## config.mk

```make
export PLATFORM = sky130hd
export DESIGN_NAME = seven_seg_scan_driver
export DESIGN_NICKNAME = d
export VERILOG_FILES = /design/src/rtl/seven_seg_scan_driver.sv
export SDC_FILE = /design/constraint.sdc
export NUM_CORES = 1
export LEC_CHECK = 0
export BUFFER_PORTS_ARGS = -buffer_cell sky130_fd_sc_hd__buf_2
export CAP_MARGIN = 20
export CORE_ASPECT_RATIO = 1.4
export CORE_MARGIN = 4
export CORE_UTILIZATION = 35
export DETAILED_ROUTE_END_ITERATION = 7
export PLACE_DENSITY = 0.57
export SYNTH_ARGS = -nofsm -noshare
export SYNTH_HDL_FRONTEND = slang
export SYNTH_SLANG_ARGS = --single-unit
```

## constraint.sdc

```tcl
create_clock -name clk -period 3.5 [get_ports clk]
set_input_delay 0.175 -clock clk [delete_from_list [all_inputs] [get_ports clk]]
set_output_delay 0.175 -clock clk [all_outputs]
set_load 0.03 [all_outputs]
```

## src/rtl/seven_seg_scan_driver.sv

```systemverilog
// seven_seg_scan_driver
//   Time-multiplexed driver for a DIGITS-wide common-anode 7-segment bank.
//   It shows hex glyphs, supports per-digit blanking and leading-zero
//   suppression, double-buffers each frame so the display never tears, and
//   keeps all anodes off for a short dead time at the start of each slot to
//   avoid ghosting.
//
// Ports
//   clk          system clock, rising edge
//   rst_n        asynchronous active-low reset
//   load         capture value/blank_mask into the pending buffer
//   value        4*DIGITS nibbles, nibble i = digit i (digit 0 = rightmost)
//   blank_mask   bit i = 1 forces digit i dark
//   hex_en       1: nibbles 10-15 show A,b,C,d,E,F; 0: they show dark
//   lz_suppress  1: leading zero digits are dark (digit 0 is never suppressed)
//   Display      segments {a,b,c,d,e,f,g}, active-low, registered
//   Anode        one-hot digit enable, polarity set by ANODE_LOW, registered
//   frame_done   high for the single cycle in which the frame wraps
module seven_seg_scan_driver #(
    parameter int DIGITS      = 4,
    parameter int CLK_DIV     = 50000,
    parameter int DEAD_CYCLES = 16,
    parameter int ANODE_LOW   = 1
) (
    input  logic                  clk,
    input  logic                  rst_n,
    input  logic                  load,
    input  logic [4*DIGITS-1:0]   value,
    input  logic [DIGITS-1:0]     blank_mask,
    input  logic                  hex_en,
    input  logic                  lz_suppress,
    output logic [6:0]            Display,
    output logic [DIGITS-1:0]     Anode,
    output logic                  frame_done
);

    localparam int PW = (CLK_DIV > 1) ? $clog2(CLK_DIV) : 1;
    localparam int IW = (DIGITS > 1) ? $clog2(DIGITS) : 1;
    localparam logic [PW-1:0] PRESC_LAST = PW'(CLK_DIV - 1);
    localparam logic [IW-1:0] IDX_LAST   = IW'(DIGITS - 1);
    localparam logic [DIGITS-1:0] ANODE_OFF =
        (ANODE_LOW != 0) ? {DIGITS{1'b1}} : {DIGITS{1'b0}};
    localparam logic [6:0] BLACK = 7'h7F;

    // Active-low segment patterns for all sixteen nibble values.
    function automatic logic [6:0] seg_lut(input logic [3:0] nib);
        logic [6:0] seg;
        case (nib)
            4'h0: seg = 7'h01;
            4'h1: seg = 7'h4F;
            4'h2: seg = 7'h12;
            4'h3: seg = 7'h06;
            4'h4: seg = 7'h4C;
            4'h5: seg = 7'h24;
            4'h6: seg = 7'h20;
            4'h7: seg = 7'h0F;
            4'h8: seg = 7'h00;
            4'h9: seg = 7'h04;
            4'hA: seg = 7'h08;
            4'hB: seg = 7'h60;
            4'hC: seg = 7'h31;
            4'hD: seg = 7'h42;
            4'hE: seg = 7'h30;
            default: seg = 7'h38;
        endcase
        return seg;
    endfunction

    logic [PW-1:0]         presc_reg;
    logic [IW-1:0]         idx_reg;
    logic [4*DIGITS-1:0]   pend_value_reg;
    logic [DIGITS-1:0]     pend_blank_reg;
    logic                  pend_valid_reg;
    logic [4*DIGITS-1:0]   act_value_reg;
    logic [DIGITS-1:0]     act_blank_reg;

    logic                  slot_end;
    logic                  frame_wrap;
    logic                  in_dead;
    logic [DIGITS-1:0]     onehot;
    logic [DIGITS-1:0]     anode_next;
    logic [6:0]            glyph [DIGITS];

    assign slot_end   = (presc_reg == PRESC_LAST);
    assign frame_wrap = slot_end && (idx_reg == IDX_LAST);
    assign frame_done = frame_wrap;

    generate
        if (DEAD_CYCLES == 0) begin : g_no_dead
            assign in_dead = 1'b0;
        end else begin : g_dead
            assign in_dead = (presc_reg < PW'(DEAD_CYCLES));
        end
    endgenerate

    // Per-digit glyph from the active buffer; hex_en and lz_suppress act live.
    generate
        for (genvar gi = 0; gi < DIGITS; gi++) begin : g_digit
            logic [3:0] nib;
            logic       upper_zero;   // this nibble and every higher one are 0
            logic       lz_dark;
            logic       dark;

            assign nib        = act_value_reg[4*gi +: 4];
            assign upper_zero = (act_value_reg[4*DIGITS-1 : 4*gi] == '0);

            if (gi == 0) begin : g_lsd
                assign lz_dark = 1'b0;
            end else begin : g_upper
                assign lz_dark = lz_suppress && upper_zero;
            end

            assign dark = act_blank_reg[gi] || ((nib > 4'd9) && !hex_en) || lz_dark;
            assign glyph[gi] = dark ? BLACK : seg_lut(nib);
        end
    endgenerate

    assign onehot     = DIGITS'(1) << idx_reg;
    assign anode_next = in_dead ? ANODE_OFF
                      : ((ANODE_LOW != 0) ? ~onehot : onehot);

    always_ff @(posedge clk or negedge rst_n) begin
        if (!rst_n) begin
            presc_reg      <= '0;
            idx_reg        <= '0;
            pend_value_reg <= '0;
            pend_blank_reg <= '0;
            pend_valid_reg <= 1'b0;
            act_value_reg  <= '0;
            act_blank_reg  <= '0;
            Display        <= BLACK;
            Anode          <= ANODE_OFF;
        end else begin
            if (slot_end) begin
                presc_reg <= '0;
                idx_reg   <= (idx_reg == IDX_LAST) ? '0 : idx_reg + 1'b1;
            end else begin
                presc_reg <= presc_reg + 1'b1;
            end

            // A load landing in the wrap cycle is held back: the older
            // pending contents commit now and the new ones wait a frame.
            if (frame_wrap && pend_valid_reg) begin
                act_value_reg <= pend_value_reg;
                act_blank_reg <= pend_blank_reg;
            end

            if (load) begin
                pend_value_reg <= value;
                pend_blank_reg <= blank_mask;
                pend_valid_reg <= 1'b1;
            end else if (frame_wrap) begin
                pend_valid_reg <= 1'b0;
            end

            Display <= glyph[idx_reg];
            Anode   <= anode_next;
        end
    end

endmodule

```

# --- Word level (Yosys, flattened, before mapping) ---
# Memory sizes are Yosys's and may differ from the RTL's.
# Index checks and enable logic that the tools add are counted.
totals:
  inputBits: 25
  out_inout_bits: 12
  romBits: 448
  register_bits: 70
  memories: 4
op_classes:
  n_bitwise: 2
  muxes: 12
  order_cmp: 6
  n_reduce_logical: 21
  shifts: 1
  n_eq_ne: 2
  n_addsub: 2
mem_list:
  columns: ["name", "depth", "word_bits", "rd", "rd_clocked_by_memory_dff", "write_ports", "line", "source"]
  rows:
  - ["(name not given)", 16, 7, 1, 0, 0, "48", "case (nib)"]
  - ["(name not given)", 16, 7, 1, 0, 0, "48", null]
  - ["(name not given)", 16, 7, 1, 0, 0, "48", null]
  - ["(name not given)", 16, 7, 1, 0, 0, "48", null]
op_table:
  columns: ["op", "count"]
  rows:
  - ["$mux W7", 6]
  - ["$add A16 B1 Y16 const B", 1]
  - ["$eq A16 B16 Y1 const B", 1]
  - ["$gt A4 B4 Y1 const B", 4]
  - ["$lt A16 B5 Y1 const B", 1]
  - ["$mux W16", 1]
  - ["$bmux W7 S2", 1]
  - ["$logic_not A12 Y1", 1]
  - ["$logic_and A1 B1 Y1", 9]
  - ["$logic_not A8 Y1", 1]
  - ["$logic_or A1 B1 Y1", 7]
  - ["$logic_not A4 Y1", 1]
  - ["$mux W4", 1]
  - ["$not A4 Y4", 1]
  - ["$shl A1 B2 Y4 const A", 1]
  - ["$ge A3 B3 Y1 const B", 1]
  - ["$not A2 Y3", 1]
  - ["$add A2 B1 Y2 const B", 1]
  - ["$eq A2 B2 Y1 const B", 1]
  - ["$mux W1", 2]
  - ["$mux W2", 1]
  - ["$reduce_bool A2 Y1", 1]
  - ["$logic_not A1 Y1", 1]

# --- Longest topological paths before layout ---
# Gate-level depths: netlist of run 1.
logic_depth:
  word_depth: 8
  depth_mapped: 6
  mapped_depth_nobuf: 6

# --- Worst setup path before layout of run 1 ---
# Ideal clock, no wire load.
synth_path:
  kind: "flip-flop to flip-flop"
  startpoint: "reg presc_reg[11]"
  endpoint: "reg pend_valid_reg"
  stages_incl_launch_ff: 5
  required_time_ns: 3.343
  arrival_ns: 1.766
  setup_time_ns: 0.157
  n_path_buf: 0
  setup_slack_ns: 1.577
  path_cell_list: "dfrtp_1 -> nor4_4 -> nand4_2 -> nor3_1 -> o21bai_1"
synth_via:
  elab_chain_cells: 3
synth_rtl:
  columns: ["item", "line", "source"]
  rows:
  - ["start, declared", "69", "logic [PW-1:0] presc_reg;"]
  - ["start signal, assigned", "138", "presc_reg <= presc_reg + 1'b1;"]
  - ["$eq A16 B16 Y1", "84", "assign slot_end = (presc_reg == PRESC_LAST);"]
  - ["$logic_and A1 B1 Y1", "85", "assign frame_wrap = slot_end && (idx_reg == IDX_LAST);"]
  - ["via frame_done", "34", "output logic frame_done"]
  - ["$reduce_bool A2 Y1 (no line)", null, null]
  - ["end signal, assigned", "128", "pend_valid_reg <= 1'b0;"]
  - ["end signal, assigned", "151", "pend_valid_reg <= 1'b1;"]
  - ["end signal, assigned", "153", "pend_valid_reg <= 1'b0;"]
  - ["end, declared", "73", "logic pend_valid_reg;"]
# The timed path passes the listed nets, and every way through them passes these cells.
# A chain may end at the register's enable or synchronous reset.

# --- Worst setup path in the final report of run 1 ---
layout_path:
  startpoint: "reg act_value_reg[1]"
  endpoint: "reg Display[5]"
layout_via:
  elab_chain_cells: 7
  elab_cells_between_ends: 8
  classes_between: "order compare: 1; mux: 4; reduce/logical: 2; memory: 1"
layout_rtl:
  columns: ["item", "line", "source"]
  rows:
  - ["start, declared", "74", "logic [4*DIGITS-1:0] act_value_reg;"]
  - ["start signal, assigned", "144", "act_value_reg <= pend_value_reg;"]
  - ["$gt A4 B4 Y1", "113", "assign dark = act_blank_reg[gi] || ((nib > 4'd9) && !hex_en) || lz_dark;"]
  - ["$logic_and A1 B1 Y1", "113", null]
  - ["$logic_or A1 B1 Y1", "113", null]
  - ["$mux W7 *", "114", "assign glyph[gi] = dark ? BLACK : seg_lut(nib);"]
  - ["$bmux W7 S2 *", "156", "Display <= glyph[idx_reg];"]
  - ["$mux W7 (implied by the code) * (2 in series)", "156", null]
  - ["end signal, assigned", "156", null]
  - ["end, declared", "32", "output logic [6:0] Display,"]
# Every way passes the cells marked *; elsewhere a longest branch is shown, timed or not. The select of a mux whose other input is x is not followed.

==> run summary, run 1 <==
Number of global-route vias before repair -> 2941
Leakage power summed over all cells -> 2.10 nW
Count of buffers from port buffering -> 36
Final number of max-transition violations -> 0
Sequential-to-total area share from yosys stat -> 43.0%
Clock insertion delay at the later pin of the skew report -> 0.33 ns
Layout net count -> 457
Starting utilization of the core area -> 36.1%
TritonCTS buffer count -> 9
Setup TNS after final layout -> 0 ns
Number of levels the H-tree was split into -> 3
Number of detailed-routing iterations run before antenna repair -> 4
Final hold viol count -> 0
Largest stage delay, worst path -> 0.72 ns
Buffers from clock root to sink, at most -> 2
Global route overflow -> 0
Number of max-cap violations -> 0
Routed len/inst -> 15.4 µm
Register clock-pin slew on the reported worst setup and hold paths -> 0.06 ns
Cell total after placement -> 534
Primary FF master, synth -> dfrtp_1
Count of unique library cells instantiated by Yosys -> 60
Setup repair after global routing missed its margin -> no
Number of cells produced by synthesis -> 370
Wire length of the first global-routing pass -> 14400 µm
Portion of the clock cycle consumed by the worst path in the final layout -> 63.4%
Share of cells above drive strength 1 -> 30.0%
Critical path class -> register to register
Syn_nets -> 425
Last weighted congestion value of the routability-driven placer -> 0.848
Via total after detailed routing -> 2883
Global router's overall resource usage -> 13.5%
Area overhead of the layout relative to synthesis -> 16.3%
Power per cell area -> 427 mW/mm²
Setup Skew -> 0.00598 ns
Final setup vio count -> 0
Number of sinks handled by clock tree synthesis -> 70
Path type of the worst min-delay path -> input port to register
Slew HR -> 43.5%
Filler instances -> 1073
Data required time of the worst path -> 3.75 ns
Status -> completed
Tightest Pin Transition -> 0.841 ns
Average via count per standard cell -> 5.23
Maximum number of pins on one net before global-route repair -> 39
Critical Path Fanout Max -> 7
Series of cell instances along the critical path -> inv_1 > ha_1 > o21bai_1 > a311oi_1 > a31oi_1 > a32o_1
Die X-Extent -> 99.6 µm
Critical path arrival -> 2.47 ns
Synth warn -> 0
IR drop worst, VDD -> 246 µV
Full die area -> 0.0136 mm²
Core box area -> 0.0114 mm²
Floorplan die height -> 136 µm
Resized Gates After CTS -> 0
Total Routed Length -> 8500 µm
Leading cell types in the layout, fill and taps excluded -> dfrtp_1, mux2_2, buf_2
Non-filler cells in the finished layout -> 551
Initial antenna violation count -> 0
Average cell area after synthesis -> 11.1 µm²
HPWL reported at the end of detailed placement -> 6290 µm
Startpoint kind of the worst setup timing path -> register
Count of flip-flops with a built-in enable after synthesis -> 0
Top-level I/O count -> 37
Residual DRC count -> 0
DRC violation total after the first TritonRoute iteration -> 132
Category of the worst setup path capture point -> register
Period minus WS final -> 2.22 ns
Crit-path slowest cell -> a311oi_1
Seq cells post-synth -> 70
Most common cell after layout, fill and taps aside -> dfrtp_1
Antenna Diode Count -> 0
Number of rows in the core area -> 46
Share of flip-flops with an asynchronous set or reset after synthesis -> 100%
Post-synth design cell area -> 0.00411 mm²
Root cell of the clock tree -> clkbuf_16
CTS tree -> built
Fmax -> 0.451 GHz
Antenna-violating nets left -> 0
area by class of cell:
class	count	area, µm²	share of cell area (%)
clock inverters	6	133	2.77
multi-input cells	262	2170	45.4
repair buffers	39	218	4.55
well taps	144	180	3.77
inverters	20	75.1	1.57
flip-flops and latches	70	1770	36.9
clock buffers	10	239	5.00
report_power, final:
part | leakage [nW] | switching (W) | internal [W]
combinational | 1.05 | 0.0000361 | 0.0000362
clock | 0.179 | 0.000337 | 0.000786
sequential | 0.874 | 0.0000111 | 0.000834
total | 2.10 | 0.000385 | 0.00166
worst paths after layout:
kind,start,endpoint,slack [ns],cells past startpoint
worst max-delay path,act_value_reg[1],Display[5],1.28,6
worst min register to register,act_blank_reg[3],act_blank_reg[3],0.49,1
min in group asynchronous,rst_n,pend_value_reg[3],0.46,2
worst min-delay path,value[0],pend_value_reg[0],0.07,2
worst max register to register,act_value_reg[1],Display[5],1.28,6
max in group asynchronous,rst_n,Display[3],2.33,3
per-stage QoR:
stage          power, W  util (%)  instance area, µm²  hold WS, ns  worst slack (ns)
6_report        0.00204      41.9                4780       0.0700              1.28
5_1_grt         0.00212      41.9                4780       0.0667              1.05
4_1_cts         0.00208      41.9                4780       0.0587              1.26
3_5_place_dp   0.000933      38.6                4400        0.286              1.29
3_3_place_gp   0.000929      38.6                4400        0.296              1.33
2_1_floorplan  0.000889         -                4110       -0.121              1.58
per-layer routing:
metal / vias to the layer above / share of wire, % / routed length, µm / global-route usage, %
met5: - / 0 / 0 / 0
met4: 0 / 1.9 / 163 / 5.24
met3: 14 / 3.2 / 273 / 2.93
met2: 53 / 50 / 4290 / 23.1
met1: 1404 / 44 / 3770 / 16.4
li1: 1412 / - / - / -
synth_stat cells (3+ instances only):
cell type,number,area [µm²]
and3_1,4,25.0
nand4_1,4,25.0
mux2_2,44,495
inv_1,20,75.1
nand3_1,7,35.0
and4_1,4,35.0
buf_6,4,45.0
dfrtp_1,59,1480
nor4_4,3,63.8
dfstp_2,11,289
nor2_1,19,71.3
or3_1,3,18.8
clkbuf_1,11,41.3
mux2i_1,11,110
nor4_1,4,25.0
xor2_1,8,70.1
ha_1,30,375
o21ai_0,11,55.1
a21o_1,3,22.5
nor3_1,13,65.1
a211oi_1,7,52.6
o211ai_1,3,22.5
o32ai_1,5,43.8
nand2_1,18,67.6
or2_2,3,18.8
o21bai_1,3,22.5
nand2b_1,4,25.0
nor2b_1,5,31.3
a21oi_1,9,45.0
xnor2_1,4,35.0
cells by family after synthesis:
kind of cell,after synthesis,share of synthesized area [%]
xor+xnor,12,2.56
compound gates,63,11.2
flops,70,43.0
simple gates,99,14.1
buf+inv,38,4.26
mux,58,15.8
fa+ha+maj,30,9.13
worst max-delay path, delay by kind of cell, from the launching register on:
family          cells  cell delay, ns
flops               1            0.47
compound gates      4            1.29
buf+inv             1            0.15
fa+ha+maj           1            0.24
timing repair:
action	4_1_cts	5_1_grt
buffers inserted	0	0
hold buffers	1	0
endpoints found under the hold margin	22	0
No activity file was read; power rests on OpenSTA's default activity.
==> run 2: changes to the inputs <==
==> constraint.sdc (replaced) <==
create_clock -name clk -period 2.1 [get_ports clk]
set_input_delay 0.105 -clock clk [delete_from_list [all_inputs] [get_ports clk]]
set_output_delay 0.105 -clock clk [all_outputs]
set_load 0.03 [all_outputs]
==> run 2 against run 1 <==
Sequential power rose by 67%. Clock power rose by 46%. Fmax rose by 11%.
==> run summary, run 2 (synthesis gave the netlist of run 1 again) <==
DRC violation total after the first TritonRoute iteration -> 199
Residual DRC count -> 0
Setup Skew -> 0.0112 ns
Buffers from clock root to sink, at most -> 2
Final cell utilization of the core -> 44.3%
Data required time of the worst path -> 2.35 ns
Critical path class -> register to register
Category of the worst setup path capture point -> register
Status -> completed
Final hold viol count -> 0
IR drop worst, VDD -> 329 µV
Leading cell types in the layout, fill and taps excluded -> dfrtp_1, mux2_2, buf_2
Final number of max-transition violations -> 0
Setup repair after global routing missed its margin -> yes
Filler instances -> 1095
Antenna Diode Count -> 0
Leakage power summed over all cells -> 2.24 nW
CTS tree -> built
Number of global-route vias before repair -> 3131
Cell family contributing the most delay on the critical path -> compound AO/OA/AOI/OAI gates
HPWL reported at the end of detailed placement -> 6600 µm
Floorplan die height -> 136 µm
Count of buffers from port buffering -> 36
Number of detailed-routing iterations run before antenna repair -> 4
Startpoint kind of the worst setup timing path -> register
Number of rows in the core area -> 46
Root cell of the clock tree -> clkbuf_16
Non-filler cells in the finished layout -> 582
Tightest Pin Transition -> 0.540 ns
Period minus WS final -> 2.01 ns
Fmax -> 0.499 GHz
Combined area of the multi-input logic cells -> 0.00223 mm²
Cell total after placement -> 555
Register cell area after layout -> 0.00177 mm²
Final setup vio count -> 0
Full die area -> 0.0136 mm²
Power per cell area -> 629 mW/mm²
Top-level I/O count -> 37
Share of cells above drive strength 1 -> 35.2%
Starting utilization of the core area -> 36.1%
Number of levels the H-tree was split into -> 3
Routed len/inst -> 15.4 µm
Most common cell after layout, fill and taps aside -> dfrtp_1
Setup TNS after final layout -> 0 ns
Number of sinks handled by clock tree synthesis -> 70
Via total after detailed routing -> 3076
Die X-Extent -> 99.6 µm
Portion of the clock cycle consumed by the worst path in the final layout -> 95.5%
Series of cell instances along the critical path -> inv_1 > ha_1 > o21bai_1 > a311o_2 > or3_1 > a32o_1
Average via count per standard cell -> 5.29
Critical Path Fanout Max -> 7
Area overhead of the layout relative to synthesis -> 22.9%
Buf/Inv on CP -> 1
Number of max-cap violations -> 0
Wire length of the first global-routing pass -> 15000 µm
Total Routed Length -> 8950 µm
TritonCTS buffer count -> 9
Layout net count -> 488
Last weighted congestion value of the routability-driven placer -> 0.838
Register clock-pin slew on the reported worst setup and hold paths -> 0.06 ns
Critical path arrival -> 2.26 ns
Initial antenna violation count -> 0
Maximum number of pins on one net before global-route repair -> 36
Clock insertion delay at the later pin of the skew report -> 0.33 ns
Slew HR -> 64.0%
Core box area -> 0.0114 mm²
Path type of the worst min-delay path -> input port to register
Antenna-violating nets left -> 0
Largest stage delay, worst path -> 0.46 ns
Global route overflow -> 0
Global router's overall resource usage -> 14.0%
Crit-path slowest cell -> dfrtp_1
-- run 2: timing repair --
action                                  4_1_cts  5_1_grt
buffers inserted                              0        2
endpoints found under the hold margin        67        0
endpoints found under the setup margin        2        7
hold buffers                                  9        0
pin swaps                                     1        3
resized for setup                             1       12
-- run 2: per-stage QoR --
stage	area, µm²	hold slack (ns)	setup WS [ns]	power, W
floorplan	4110	-0.191	0.177	0.00148
global placement	4560	-0.102	0.135	0.00155
detailed placement	4560	-0.105	0.0421	0.00155
CTS	4980	0.00128	0.0117	0.00322
global route	5050	0.00123	-0.00811	0.00330
finish	5050	0.0112	0.0947	0.00318
-- run 2: final timing paths --
check / cells past startpoint / startpoint / slack [ns] / to
worst max-delay path: 6 / act_value_reg[4] / 0.09 / Display[5]
worst min-delay path: 2 / value[13] / 0.01 / pend_value_reg[13]
worst max register to register: 6 / act_value_reg[4] / 0.09 / Display[5]
worst min register to register: 1 / pend_value_reg[15] / 0.49 / act_value_reg[15]
max in group asynchronous: 3 / rst_n / 1.36 / Display[1]
min in group asynchronous: 2 / rst_n / 0.09 / pend_value_reg[1]
-- run 2: worst reg2reg max path: cells and delay by family, from the launching register on --
kind            cells  cell delay [ns]
buf+inv             1             0.13
compound gates      3             0.75
fa+ha+maj           1             0.23
simple gates        1             0.36
flops               1             0.46
-- run 2: routing by layer --
layer | GRT usage (%) | part of all wire (%) | up-vias | wire length, µm
li1 | - | - | 1467 | -
met5 | 0 | 0 | - | 0
met3 | 3.54 | 4.4 | 20 | 395
met1 | 16.3 | 42 | 1507 | 3730
met2 | 24.3 | 52 | 82 | 4630
met4 | 6.00 | 2.2 | 0 | 196
-- run 2: cell type report --
class / count / area share [%]
Clock inverter: 5 / 1.64
Inverter: 20 / 1.49
Multi-Input combinational cell: 262 / 44.2
Timing Repair Buffer: 70 / 9.37
Sequential cell: 70 / 35.0
Tap cell: 144 / 3.57
Clock buffer: 11 / 4.81
-- run 2: where the power goes --
part	total (W)	switching (W)	internal, W
clock network	0.00164	0.000561	0.00107
logic	0.000135	0.0000616	0.0000734
registers	0.00141	0.0000180	0.00139
total	0.00318	0.000641	0.00254
==> run 3: changes to the inputs <==
--- a/config.mk
+++ b/config.mk
@@ -7,11 +7,13 @@
 export LEC_CHECK = 0
 export BUFFER_PORTS_ARGS = -buffer_cell sky130_fd_sc_hd__buf_2
 export CAP_MARGIN = 20
+export CELL_PAD_IN_SITES_DETAIL_PLACEMENT = 1
+export CELL_PAD_IN_SITES_GLOBAL_PLACEMENT = 1
 export CORE_ASPECT_RATIO = 1.4
 export CORE_MARGIN = 4
 export CORE_UTILIZATION = 35
 export DETAILED_ROUTE_END_ITERATION = 7
-export PLACE_DENSITY = 0.57
+export PLACE_DENSITY = 0.67
 export SYNTH_ARGS = -nofsm -noshare
 export SYNTH_HDL_FRONTEND = slang
 export SYNTH_SLANG_ARGS = --single-unit
==> run 3 against run 2 <==
Clock power about the same. Via count hardly changed. Sequential power hardly changed. Clock-buffer cell count did not move. Highest routed layer unchanged. Fmax down 1.6%. First-iteration DRC count shrank 58%. Combinational power increased by 9.6%. Largest power group unchanged. Die area unchanged.
==> run summary, run 3 (synthesis gave the netlist of run 1 again) <==
Global router's overall resource usage -> 16.4%
Most common cell after layout, fill and taps aside -> dfrtp_1
Cell family contributing the most delay on the critical path -> compound AO/OA/AOI/OAI gates
CTS tree -> built
Critical path class -> register to register
Share of cells above drive strength 1 -> 34.9%
Path type of the worst min-delay path -> input port to register
Power per cell area -> 626 mW/mm²
HPWL reported at the end of detailed placement -> 7530 µm
Slew HR -> 60.9%
Portion of the clock cycle consumed by the worst path in the final layout -> 97.1%
Final worst-path setup slack -> 0.0612 ns
Met3 routing resource usage after global routing -> 3.39%
Floorplan die height -> 136 µm
Period minus WS final -> 2.04 ns
Global route overflow -> 0
Cell Area, Placed -> 0.00460 mm²
Residual DRC count -> 0
Layout net count -> 500
Antenna-violating nets left -> 0
Average via count per standard cell -> 5.18
Top-level I/O count -> 37
Fmax -> 0.490 GHz
Worst Hold Path Cells -> 2
DRC violation total after the first TritonRoute iteration -> 84
Leading cell types in the layout, fill and taps excluded -> dfrtp_1, mux2_2, buf_2
Setup Skew -> 0.00854 ns
Critical path arrival -> 2.28 ns
Top Usage Layer GRT -> met2
Category of the worst setup path capture point -> register
Core box area -> 0.0114 mm²
IR drop worst, VDD -> 414 µV
Final number of max-transition violations -> 0
Buf/Inv on CP -> 1
Wire length of the first global-routing pass -> 17400 µm
Number of levels the H-tree was split into -> 3
Setup repair after global routing missed its margin -> yes
Status -> completed
Number of rows in the core area -> 46
Data required time of the worst path -> 2.34 ns
Die X-Extent -> 99.6 µm
Count of buffers from port buffering -> 36
GRT met1 Usage -> 18.3%
Number of max-cap violations -> 0
Via total after detailed routing -> 3079
Starting utilization of the core area -> 36.1%
Register clock-pin slew on the reported worst setup and hold paths -> 0.06 ns
Clock insertion delay at the later pin of the skew report -> 0.34 ns
Series of cell instances along the critical path -> inv_1 > ha_1 > o21bai_1 > a311o_1 > nor4_1 > o32ai_1
Total Routed Length -> 10400 µm
Tightest Pin Transition -> 0.586 ns
Design Power -> 0.00323 W
Full die area -> 0.0136 mm²
Root cell of the clock tree -> clkbuf_16
Worst hold slack after final layout -> 0.00893 ns
Worst-case setup slack after placement -> -0.0348 ns
Crit-path slowest cell -> a311o_1
Number of global-route vias before repair -> 3413
Final setup vio count -> 0
Number of sinks handled by clock tree synthesis -> 70
Global routing met2 resource utilization -> 30.7%
Critical Path Fanout Max -> 7
Number of detailed-routing iterations run before antenna repair -> 4
R2R cell count -> 6
Filler instances -> 1266
Last weighted congestion value of the routability-driven placer -> 0.828
Final std cell area, no fill -> 0.00516 mm²
Startpoint kind of the worst setup timing path -> register
Antenna Diode Count -> 0
Leakage power summed over all cells -> 2.30 nW
Maximum number of pins on one net before global-route repair -> 35
Instance count on the critical path -> 6
Area overhead of the layout relative to synthesis -> 25.4%
Largest stage delay, worst path -> 0.46 ns
Buffers from clock root to sink, at most -> 2
TritonCTS buffer count -> 9
Final hold viol count -> 0
Initial antenna violation count -> 0
Routed len/inst -> 17.4 µm
run 3: final timing paths:
check	slack, ns	from	endpoint
setup / recovery	0.06	act_value_reg[4]	Display[0]
min in group asynchronous	0.30	rst_n	act_value_reg[10]
hold reg to reg	0.50	pend_value_reg[15]	act_value_reg[15]
setup reg to reg	0.06	act_value_reg[4]	Display[0]
max in group asynchronous	1.12	rst_n	Display[6]
hold / removal	0.009	value[11]	pend_value_reg[11]
run 3: metrics by stage:
stage / setup TNS (ns) / cells / utilization (%)
2_1_floorplan: 0 / 370 / -
3_3_place_gp: 0 / 559 / 40.3
3_5_place_dp: -0.0500 / 559 / 40.3
4_1_cts: 0 / 593 / 44.8
5_1_grt: -0.00199 / 594 / 45.2
6_report: 0 / 594 / 45.2
run 3: cell type report:
type	instances	area (µm²)	area share, %
Clock buffer	11	243	4.71
Clock inverter	5	81.3	1.58
Inverter	20	75.1	1.46
Multi-Input combinational cell	262	2210	43.0
Sequential cell	70	1770	34.3
Tap cell	144	180	3.49
Timing Repair Buffer	82	596	11.6
run 3: routing by layer:
metal	share of wire, %	routed length (µm)
met3	2.6	266
met4	2.0	204
met2	55	5650
met1	41	4230
met5	0	0
run 3: report_power, final:
group	leakage [nW]	internal, W	switching (W)
clock	0.156	0.00107	0.000595
combinational	1.27	0.0000836	0.0000644
sequential	0.872	0.00139	0.0000207
total	2.30	0.00255	0.000680
run 3: worst reg2reg max path: cells and delay by family, from the launching register on:
kind | cells | cell delay [ns]
simple gates | 1 | 0.46
compound gates | 3 | 0.69
fa+ha+maj | 1 | 0.25
flops | 1 | 0.41
buf+inv | 1 | 0.12
run 3: what timing repair did:
item	CTS	global route
hold buffers	17	0
gates resized for setup	0	11
hold endpoints to repair	36	0
pin swaps	1	1
setup endpoints to repair	2	8
setup buffers	1	1
